`config.mk`:
```
export PLATFORM = sky130hd
export DESIGN_NAME = pc_sequencer
export DESIGN_NICKNAME = d
export VERILOG_FILES = /design/src/rtl/cpu_pkg.sv /design/src/rtl/pc_strobe_decode.sv /design/src/rtl/pc_sequencer.sv
export SDC_FILE = /design/constraint.sdc
export NUM_CORES = 1
export LEC_CHECK = 0
export CAP_MARGIN = 10
export CORE_AREA = 5 5 42 44
export CTS_BUF_LIST = sky130_fd_sc_hd__clkbuf_16
export DETAILED_ROUTE_END_ITERATION = 8
export DIE_AREA = 0 0 47 49
export PLACE_DENSITY = 0.81
export RECOVER_POWER = 25
export SLEW_MARGIN = 25
export SYNTH_ARGS = -nofsm -noshare
export SYNTH_HDL_FRONTEND = slang
export SYNTH_SLANG_ARGS = --single-unit
```
`constraint.sdc`:
```
create_clock -name i_clk -period 1.8 [get_ports i_clk]
set_clock_uncertainty 0.05 [all_clocks]
set_input_delay 0.18 -clock i_clk [delete_from_list [all_inputs] [get_ports i_clk]]
set_output_delay 0.18 -clock i_clk [all_outputs]
set_load 0.01 [all_outputs]
```
`src/rtl/cpu_pkg.sv`:
```
// cpu_pkg
//   Shared definitions for the BasicCPU control path: opcode constants,
//   the fetch/execute sequencer state encoding and the packed bundle of
//   bus/PC strobes that the sequencer drives.
package cpu_pkg;

  localparam logic [3:0] OP_NOP = 4'h0;
  localparam logic [3:0] OP_LDA = 4'h1;
  localparam logic [3:0] OP_JMP = 4'h2;
  localparam logic [3:0] OP_JZ  = 4'h3;
  localparam logic [3:0] OP_HLT = 4'hF;

  typedef enum logic [2:0] {
    ST_CLEAR  = 3'd0,
    ST_IDLE   = 3'd1,
    ST_F_ADDR = 3'd2,
    ST_F_DATA = 3'd3,
    ST_DECODE = 3'd4,
    ST_O_ADDR = 3'd5,
    ST_O_DATA = 3'd6,
    ST_HALT   = 3'd7
  } state_t;

  // MSB first: pc_reset is active-high, every other strobe active-low.
  typedef struct packed {
    logic pc_reset;
    logic pc_read_n;
    logic pc_write_n;
    logic pc_inc_n;
    logic mar_load_n;
    logic mem_read_n;
    logic ir_load_n;
    logic a_load_n;
  } strobes_t;

  // Every unit quiet: clear released, all active-low strobes high.
  localparam strobes_t STROBES_IDLE = strobes_t'(8'h7F);

endpackage

```
`src/rtl/pc_strobe_decode.sv`:
```
// pc_strobe_decode
//   Purely combinational map from (sequencer state, latched opcode, ALU zero)
//   to the strobe vector. At most one bus driver (PC or memory) and at most
//   one PC update (load or increment) is ever selected.
// Ports:
//   state_i    sequencer state encoding (cpu_pkg::state_t)
//   op_i       opcode latched on entry to O_ADDR
//   zero_i     ALU zero flag, only consulted in O_DATA for JZ
//   strobes_o  packed cpu_pkg::strobes_t
module pc_strobe_decode
  import cpu_pkg::*;
#(
  parameter int OPW = 4
) (
  input  logic [2:0]     state_i,
  input  logic [OPW-1:0] op_i,
  input  logic           zero_i,
  output logic [7:0]     strobes_o
);

  strobes_t s;

  always_comb begin
    s = STROBES_IDLE;
    case (state_t'(state_i))
      ST_CLEAR: s.pc_reset = 1'b1;
      ST_F_ADDR, ST_O_ADDR: begin
        s.pc_read_n  = 1'b0;
        s.mar_load_n = 1'b0;
      end
      ST_F_DATA: begin
        s.mem_read_n = 1'b0;
        s.ir_load_n  = 1'b0;
        s.pc_inc_n   = 1'b0;
      end
      ST_O_DATA: begin
        s.mem_read_n = 1'b0;
        if (op_i == OPW'(OP_LDA)) begin
          s.a_load_n = 1'b0;
          s.pc_inc_n = 1'b0;
        end else if (op_i == OPW'(OP_JMP)) begin
          s.pc_write_n = 1'b0;
        end else if (op_i == OPW'(OP_JZ)) begin
          // Taken branch loads the target, otherwise skip the operand byte.
          if (zero_i) s.pc_write_n = 1'b0;
          else        s.pc_inc_n   = 1'b0;
        end
      end
      default: ;
    endcase
  end

  assign strobes_o = s;

endmodule

```
`src/rtl/pc_sequencer.sv`:
```
// pc_sequencer
//   Fetch/execute sequencer for the BasicCPU datapath. Owns instruction
//   fetch, operand fetch, jumps and halt; drives PC, MAR, memory, IR and
//   accumulator strobes so that one source at a time drives the 8-bit bus.
//   Optional build macro PC_SEQUENCER_STEP_EN adds i_step: each rising edge
//   of i_step permits exactly one instruction.
// Ports:
//   i_clk, i_reset_n   clock, asynchronous active-low reset
//   i_run              execute enable, sampled at instruction boundaries
//   i_step             (PC_SEQUENCER_STEP_EN only) single-step request
//   i_ir               instruction register, opcode in the upper OPW bits
//   i_zero             ALU zero flag
//   o_pc_*             PC clear / drive / load / increment strobes
//   o_mar_load_n, o_mem_read_n, o_ir_load_n, o_a_load_n  bus unit strobes
//   o_halted           high in HALT
//   o_state            current state encoding for debug
//
// state  | meaning
// CLEAR  | PC clear pulse after reset
// IDLE   | waiting for i_run (and a step edge when stepping)
// F_ADDR | PC -> MAR
// F_DATA | mem -> IR, PC++
// DECODE | choose next step from opcode
// O_ADDR | PC -> MAR for the operand byte
// O_DATA | operand consumed by A or PC
// HALT   | stopped until reset
module pc_sequencer
  import cpu_pkg::*;
#(
  parameter int OPW = 4
) (
  input  logic       i_clk,
  input  logic       i_reset_n,
  input  logic       i_run,
`ifdef PC_SEQUENCER_STEP_EN
  input  logic       i_step,
`endif
  input  logic [7:0] i_ir,
  input  logic       i_zero,
  output logic       o_pc_reset,
  output logic       o_pc_read_n,
  output logic       o_pc_write_n,
  output logic       o_pc_inc_n,
  output logic       o_mar_load_n,
  output logic       o_mem_read_n,
  output logic       o_ir_load_n,
  output logic       o_a_load_n,
  output logic       o_halted,
  output logic [2:0] o_state
);

  state_t         state_q, state_d;
  logic [OPW-1:0] op_q, op_d;
  logic [OPW-1:0] opcode;
  logic           go;
  strobes_t       strobes;

  assign opcode = i_ir[7 -: OPW];

  logic unused_ir;
  assign unused_ir = ^i_ir[7-OPW:0];

`ifdef PC_SEQUENCER_STEP_EN
  logic step_q;

  always_ff @(posedge i_clk or negedge i_reset_n) begin
    if (!i_reset_n) step_q <= 1'b0;
    else            step_q <= i_step;
  end

  assign go = i_run & i_step & ~step_q;
`else
  assign go = i_run;
`endif

  always_comb begin
    state_d = state_q;
    op_d    = op_q;
    case (state_q)
      ST_CLEAR:  state_d = ST_IDLE;
      ST_IDLE:   if (go) state_d = ST_F_ADDR;
      ST_F_ADDR: state_d = ST_F_DATA;
      ST_F_DATA: state_d = ST_DECODE;
      ST_DECODE: begin
        if (opcode == OPW'(OP_LDA) || opcode == OPW'(OP_JMP) ||
            opcode == OPW'(OP_JZ)) begin
          state_d = ST_O_ADDR;
          op_d    = opcode;
        end else if (opcode == OPW'(OP_HLT)) begin
          state_d = ST_HALT;
        end else begin
          // NOP and every unassigned opcode
          state_d = go ? ST_F_ADDR : ST_IDLE;
        end
      end
      ST_O_ADDR: state_d = ST_O_DATA;
      ST_O_DATA: state_d = go ? ST_F_ADDR : ST_IDLE;
      ST_HALT:   state_d = ST_HALT;
      default:   state_d = ST_CLEAR;
    endcase
  end

  always_ff @(posedge i_clk or negedge i_reset_n) begin
    if (!i_reset_n) begin
      state_q <= ST_CLEAR;
      op_q    <= '0;
    end else begin
      state_q <= state_d;
      op_q    <= op_d;
    end
  end

  pc_strobe_decode #(.OPW(OPW)) u_decode (
    .state_i   (state_q),
    .op_i      (op_q),
    .zero_i    (i_zero),
    .strobes_o (strobes)
  );

  assign o_pc_reset   = strobes.pc_reset;
  assign o_pc_read_n  = strobes.pc_read_n;
  assign o_pc_write_n = strobes.pc_write_n;
  assign o_pc_inc_n   = strobes.pc_inc_n;
  assign o_mar_load_n = strobes.mar_load_n;
  assign o_mem_read_n = strobes.mem_read_n;
  assign o_ir_load_n  = strobes.ir_load_n;
  assign o_a_load_n   = strobes.a_load_n;
  assign o_halted     = (state_q == ST_HALT);
  assign o_state      = state_q;

endmodule

```
# Word level (Yosys, flattened, before mapping)
# Index checks and enable logic that the tools add are counted.
# op_classes
eq_ne,15
mux,20
reduce_logical,6
# op_table
cell,n
one-hot mux 3 bit (8 select lines),1
== test 4 x 2 -> 1 bit (second input constant),4
two-way mux 1 bit,13
== test 3 bit (second input constant),4
two-way mux 3 bit,3
== test 4 x 1 -> 1 bit (second input constant),2
== test 3 x 2 -> 1 bit (second input constant),2
== test 4 bit (second input constant),1
two-way mux 2 bit,2
OR reduction 2 bit,2
== test 3 x 1 -> 1 bit (second input constant),1
logical NOT 3 bit,1
logical OR 1 bit,2
inequality test 2 bit (second input constant),1
one-hot mux 1 bit (2 select lines),1
AND reduction 2 bit,1
# totals
regBits,7
inputBits,12
out_inout_bits,12
word_cells,43

# Depth between registers and ports, before layout
# depth
ltp_word,5
depth_mapped,5
depth_no_buf,3

# Modules after synthesis
# A second synthesis with hierarchy kept.
# unflattened
hier_cells,49
hier_area_um2,489.2
# by_module_without_submodules
mod,n_inst,cells_each,area_each_um2,seq_area_each_um2
pc_sequencer,1,33,370.4,175.2
pc_strobe_decode,1,16,118.9,0.0

# Worst setup path after synthesis
# Ideal clock, no wire load.
# synth_path
path_type,flip-flop to flip-flop
from,reg state_q[2] (netlist: o_state[2])
to,reg op_q[0]
setup_ns,0.125
arrival_time_ns,1.332
required_ns,1.625
path_slack_ns,0.293
path_stages_with_launch,4
n_path_buf,0
synth_period_minus_slack_ns,1.507
path_cell_list,dfrtp_1 inv_1 or4b_4 mux2_4
# synth_between
elab_chain_len,2
# synth_rtl
element,line_no,text
"start, declared",pc_sequencer.sv:52,"state_t state_q, state_d;"
"start signal, assigned",pc_sequencer.sv:108,state_q <= state_d;
== test 3 bit,pc_sequencer.sv:79,case (state_q)
AND reduction 2 bit (no line),n/a,
"end signal, assigned",pc_sequencer.sv:109,op_q <= op_d;
"end, declared",pc_sequencer.sv:53,"logic [OPW-1:0] op_q, op_d;"
# Every way passes these cells.
# A chain may end at the register's enable or synchronous reset.

# Final worst setup path
# layout_path
from,reg state_q[0] (netlist: o_state[0])
to,out o_ir_load_n
# layout_between
elab_chain_len,2
# layout_rtl
element,line_no,text
== test 3 x 2 -> 1 bit,pc_strobe_decode.sv:25,case (state_t'(state_i))
two-way mux 1 bit,pc_strobe_decode.sv:25,
"end, declared",pc_sequencer.sv:46,"output logic o_ir_load_n,"
# Every way passes these cells.

==> results.toml <==
[worst_setup_path]
cp_max_fo = 4
ff2ff_setup_slack_ns = 0.14
crit_chain = "inv_1 > nor2_1 > nand2_1 > clkdlybuf4s50_1"
crit_end = "o_ir_load_n"
startpoint_type = "flop"
path_delay_family = "buffers and inverters"
crit_cells = 4
worst_ep_required_time_ns = 1.57
r2r_end = "op_q[0]"
crit_buf_inv = 2
critPathMaxStageDelay_ns = 0.53
worstSetupEndpointType = "primary output"
startpoint = "o_state[0]"
r2r_cells = 4
arrival_ns = 1.45
crit_type = "flop to primary output"
rr_startpoint = "o_state[0]"
cp_slowest_cell = "clkdlybuf4s50_1"

[synth]
synth_top_cells_by_count = "7 x dfrtp_1, 5 x nor2_1, 4 x nor3_1"
synth.top_cell.area_share = 0.393
synth_area_um2 = 445
synth-seq-area-share = 0.393
ys_warn_count = 0
synth_ff_type = "dfrtp_1"
synth_top_cell_by_area = "dfrtp_1"
syn_inst = 50
synth_nets = 62
synth-edff-count = 0
synthArstFlopShare = 1.00
synth.most_common_cell = "dfrtp_1"
avgSynthCellArea_um2 = 8.91
synth_area_leaders = "dfrtp_1 39%, mux2_4 6.7%, nor3_1 4.5%"
synth-seq-cells = 7
synth.distinct_cells = 25

[final_layout]
num-fill-cells = 143
fin_nets = 92
area_delta_synth_final_pct = 80.1
antenna_cells = 0
fin_cells = 95
layout-drive-gt1-share = 0.291

[timing]
worst_pin_slew_ns = 0.315
finalMaxSlewViolations = 0
hold_viol = 0
period_minus_slack_ns = 1.68
timing.fmax_mhz = 595
post-route-period-util = 0.934
setup_viol = 0
relSlewSlack = 0.789
rsz0062_at_grt = "false"
finalWorstSetupSlack_ns = 0.119

[detailed_routing]
num_vias = 486
drt_iter0_drc = 7
first_pass_iters = 4
drt-total-wl_um = 1200
wire_per_inst_um = 12.6
vias_per_cell = 5.12
ant_nets = 0
drc = 0

[global_route]
grt_usage = 0.121
grt_pass1_vias = 464
grt_pass1_wl_um = 1970
grt_max_degree = 10
grt_overflow = 0
antenna_found_initial = 0

[floorplanning]
rows = 14
start_util = 0.318
ios = 24
dieHeight_um = 49
die_w_um = 47
coreArea_um2 = 1400
dieArea_um2 = 2300

[place]
port_buffers = 19
dp.cells = 90
gp_congestion = 0.770
hpwl_um = 922
dp_slack_ns = -0.103

[clock_tree]
numCtsBuffers = 3
cts_buffer_depth = 2
clock_latency_ns = 0.23
cts_root_buf = "clkbuf_16"
htree_levels = 1
holdBufCountCts = 0
cts_tree = "yes"
clock-sinks = 7
path_clk_slew_ns = 0.04

[status]
status = "finished clean"

[flow_run]
drv_cap = 0

[pwr]
powerDensity_nw_per_um2 = 1700
vdd_drop_max_mv = 0.891
leakagePower_nw = 0.363

[worst_hold_path]
hold_class = "input port to async pin"
registers in the layout, summed over array words and instances, names as in the netlist:
signal and flops:
o_state 3, op_q 4
placed cells by master, fill, tap and decap left out, types with 2 or more instances in the layout:
cell type and count:
clkbuf_16 3, nor3_1 4, nand2b_1 2, o22ai_1 2, a32oi_1 2, dfrtp_2 2
mux2_4 2, nand2_1 3, dlygate4sd2_1 7, and2_2 2, a21oi_1 2, inv_1 3
clkdlybuf4s50_1 10, buf_4 10, dfrtp_1 5, nor2_1 5
kinds of logic (layout without fill, tap and decap cells):
kind of cell	after synthesis	count (layout)	share of synthesized area
buf+inv	6	35	0.0590
simple gates	25	25	0.326
mux	2	2	0.0674
flops	7	7	0.393
compound gates	10	10	0.155
repair_timing:
action,CTS,global route
setup endpoints to repair,8,1
setup buffers,0,1
gates resized for setup,11,1
power by group:
group	leakage [nW]	internal (W)	switching, W
clock	0.0423	0.000289	0.0000865
sequential	0.0874	0.000216	0.0000730
combinational	0.233	0.000379	0.000319
metrics by stage:
| stage | TNS (ns) | util | instance area (um2) | total power, W | hold WS [ns] |
|---|---|---|---|---|---|
| final | 0 | 0.572 | 802 | 0.00136 | 0.226 |
| after global placement | -0.149 | 0.503 | 704 | 0.000985 | 0.406 |
| after floorplan | 0 | - | 445 | 0.000632 | -0.166 |
| after detailed placement | -0.202 | 0.503 | 704 | 0.00100 | 0.412 |
| after global routing | 0 | 0.572 | 802 | 0.00146 | 0.249 |
| after CTS | 0 | 0.565 | 792 | 0.00137 | 0.165 |
cell type report:
cell class,instances,area (um2),area share
Multi-Input combinational cell,37,259,0.323
Clock inverter,1,3.75,0.00468
Clock buffer,3,75.1,0.0936
Tap cell,16,20.0,0.0250
Inverter,2,7.51,0.00936
Sequential cell,7,178,0.222
Timing Repair Buffer,29,259,0.323
worst min path at each step:
stage	start	end	slack [ns]	depth (start not counted)
finish	i_reset_n	o_state[1]	0.23	1
global route	i_reset_n	o_state[2]	0.25	1
CTS	i_reset_n	o_state[2]	0.16	1
detailed placement	i_reset_n	o_state[1]	0.41	1
global placement	i_reset_n	o_state[1]	0.41	1
floorplan	i_reset_n	o_state[0]	-0.17	0
worst reg2reg max path: stages (launching register included):
cell	delay (ns)
dfrtp_2	0.43
buf_4	0.18
nor2_1	0.07
or4b_4	0.50
mux2_4	0.31
metal layers:
layer	vias to the layer above	part of all wire	routed length, um	global-route usage
li1	241	-	-	-
met1	227	0.40	476	0.128
met2	16	0.51	608	0.183
met3	2	0.067	80	0.0443
met4	0	0.024	29	0.0968
met5	-	0	0	0
Note: power is estimated with default switching activity, not from simulation.
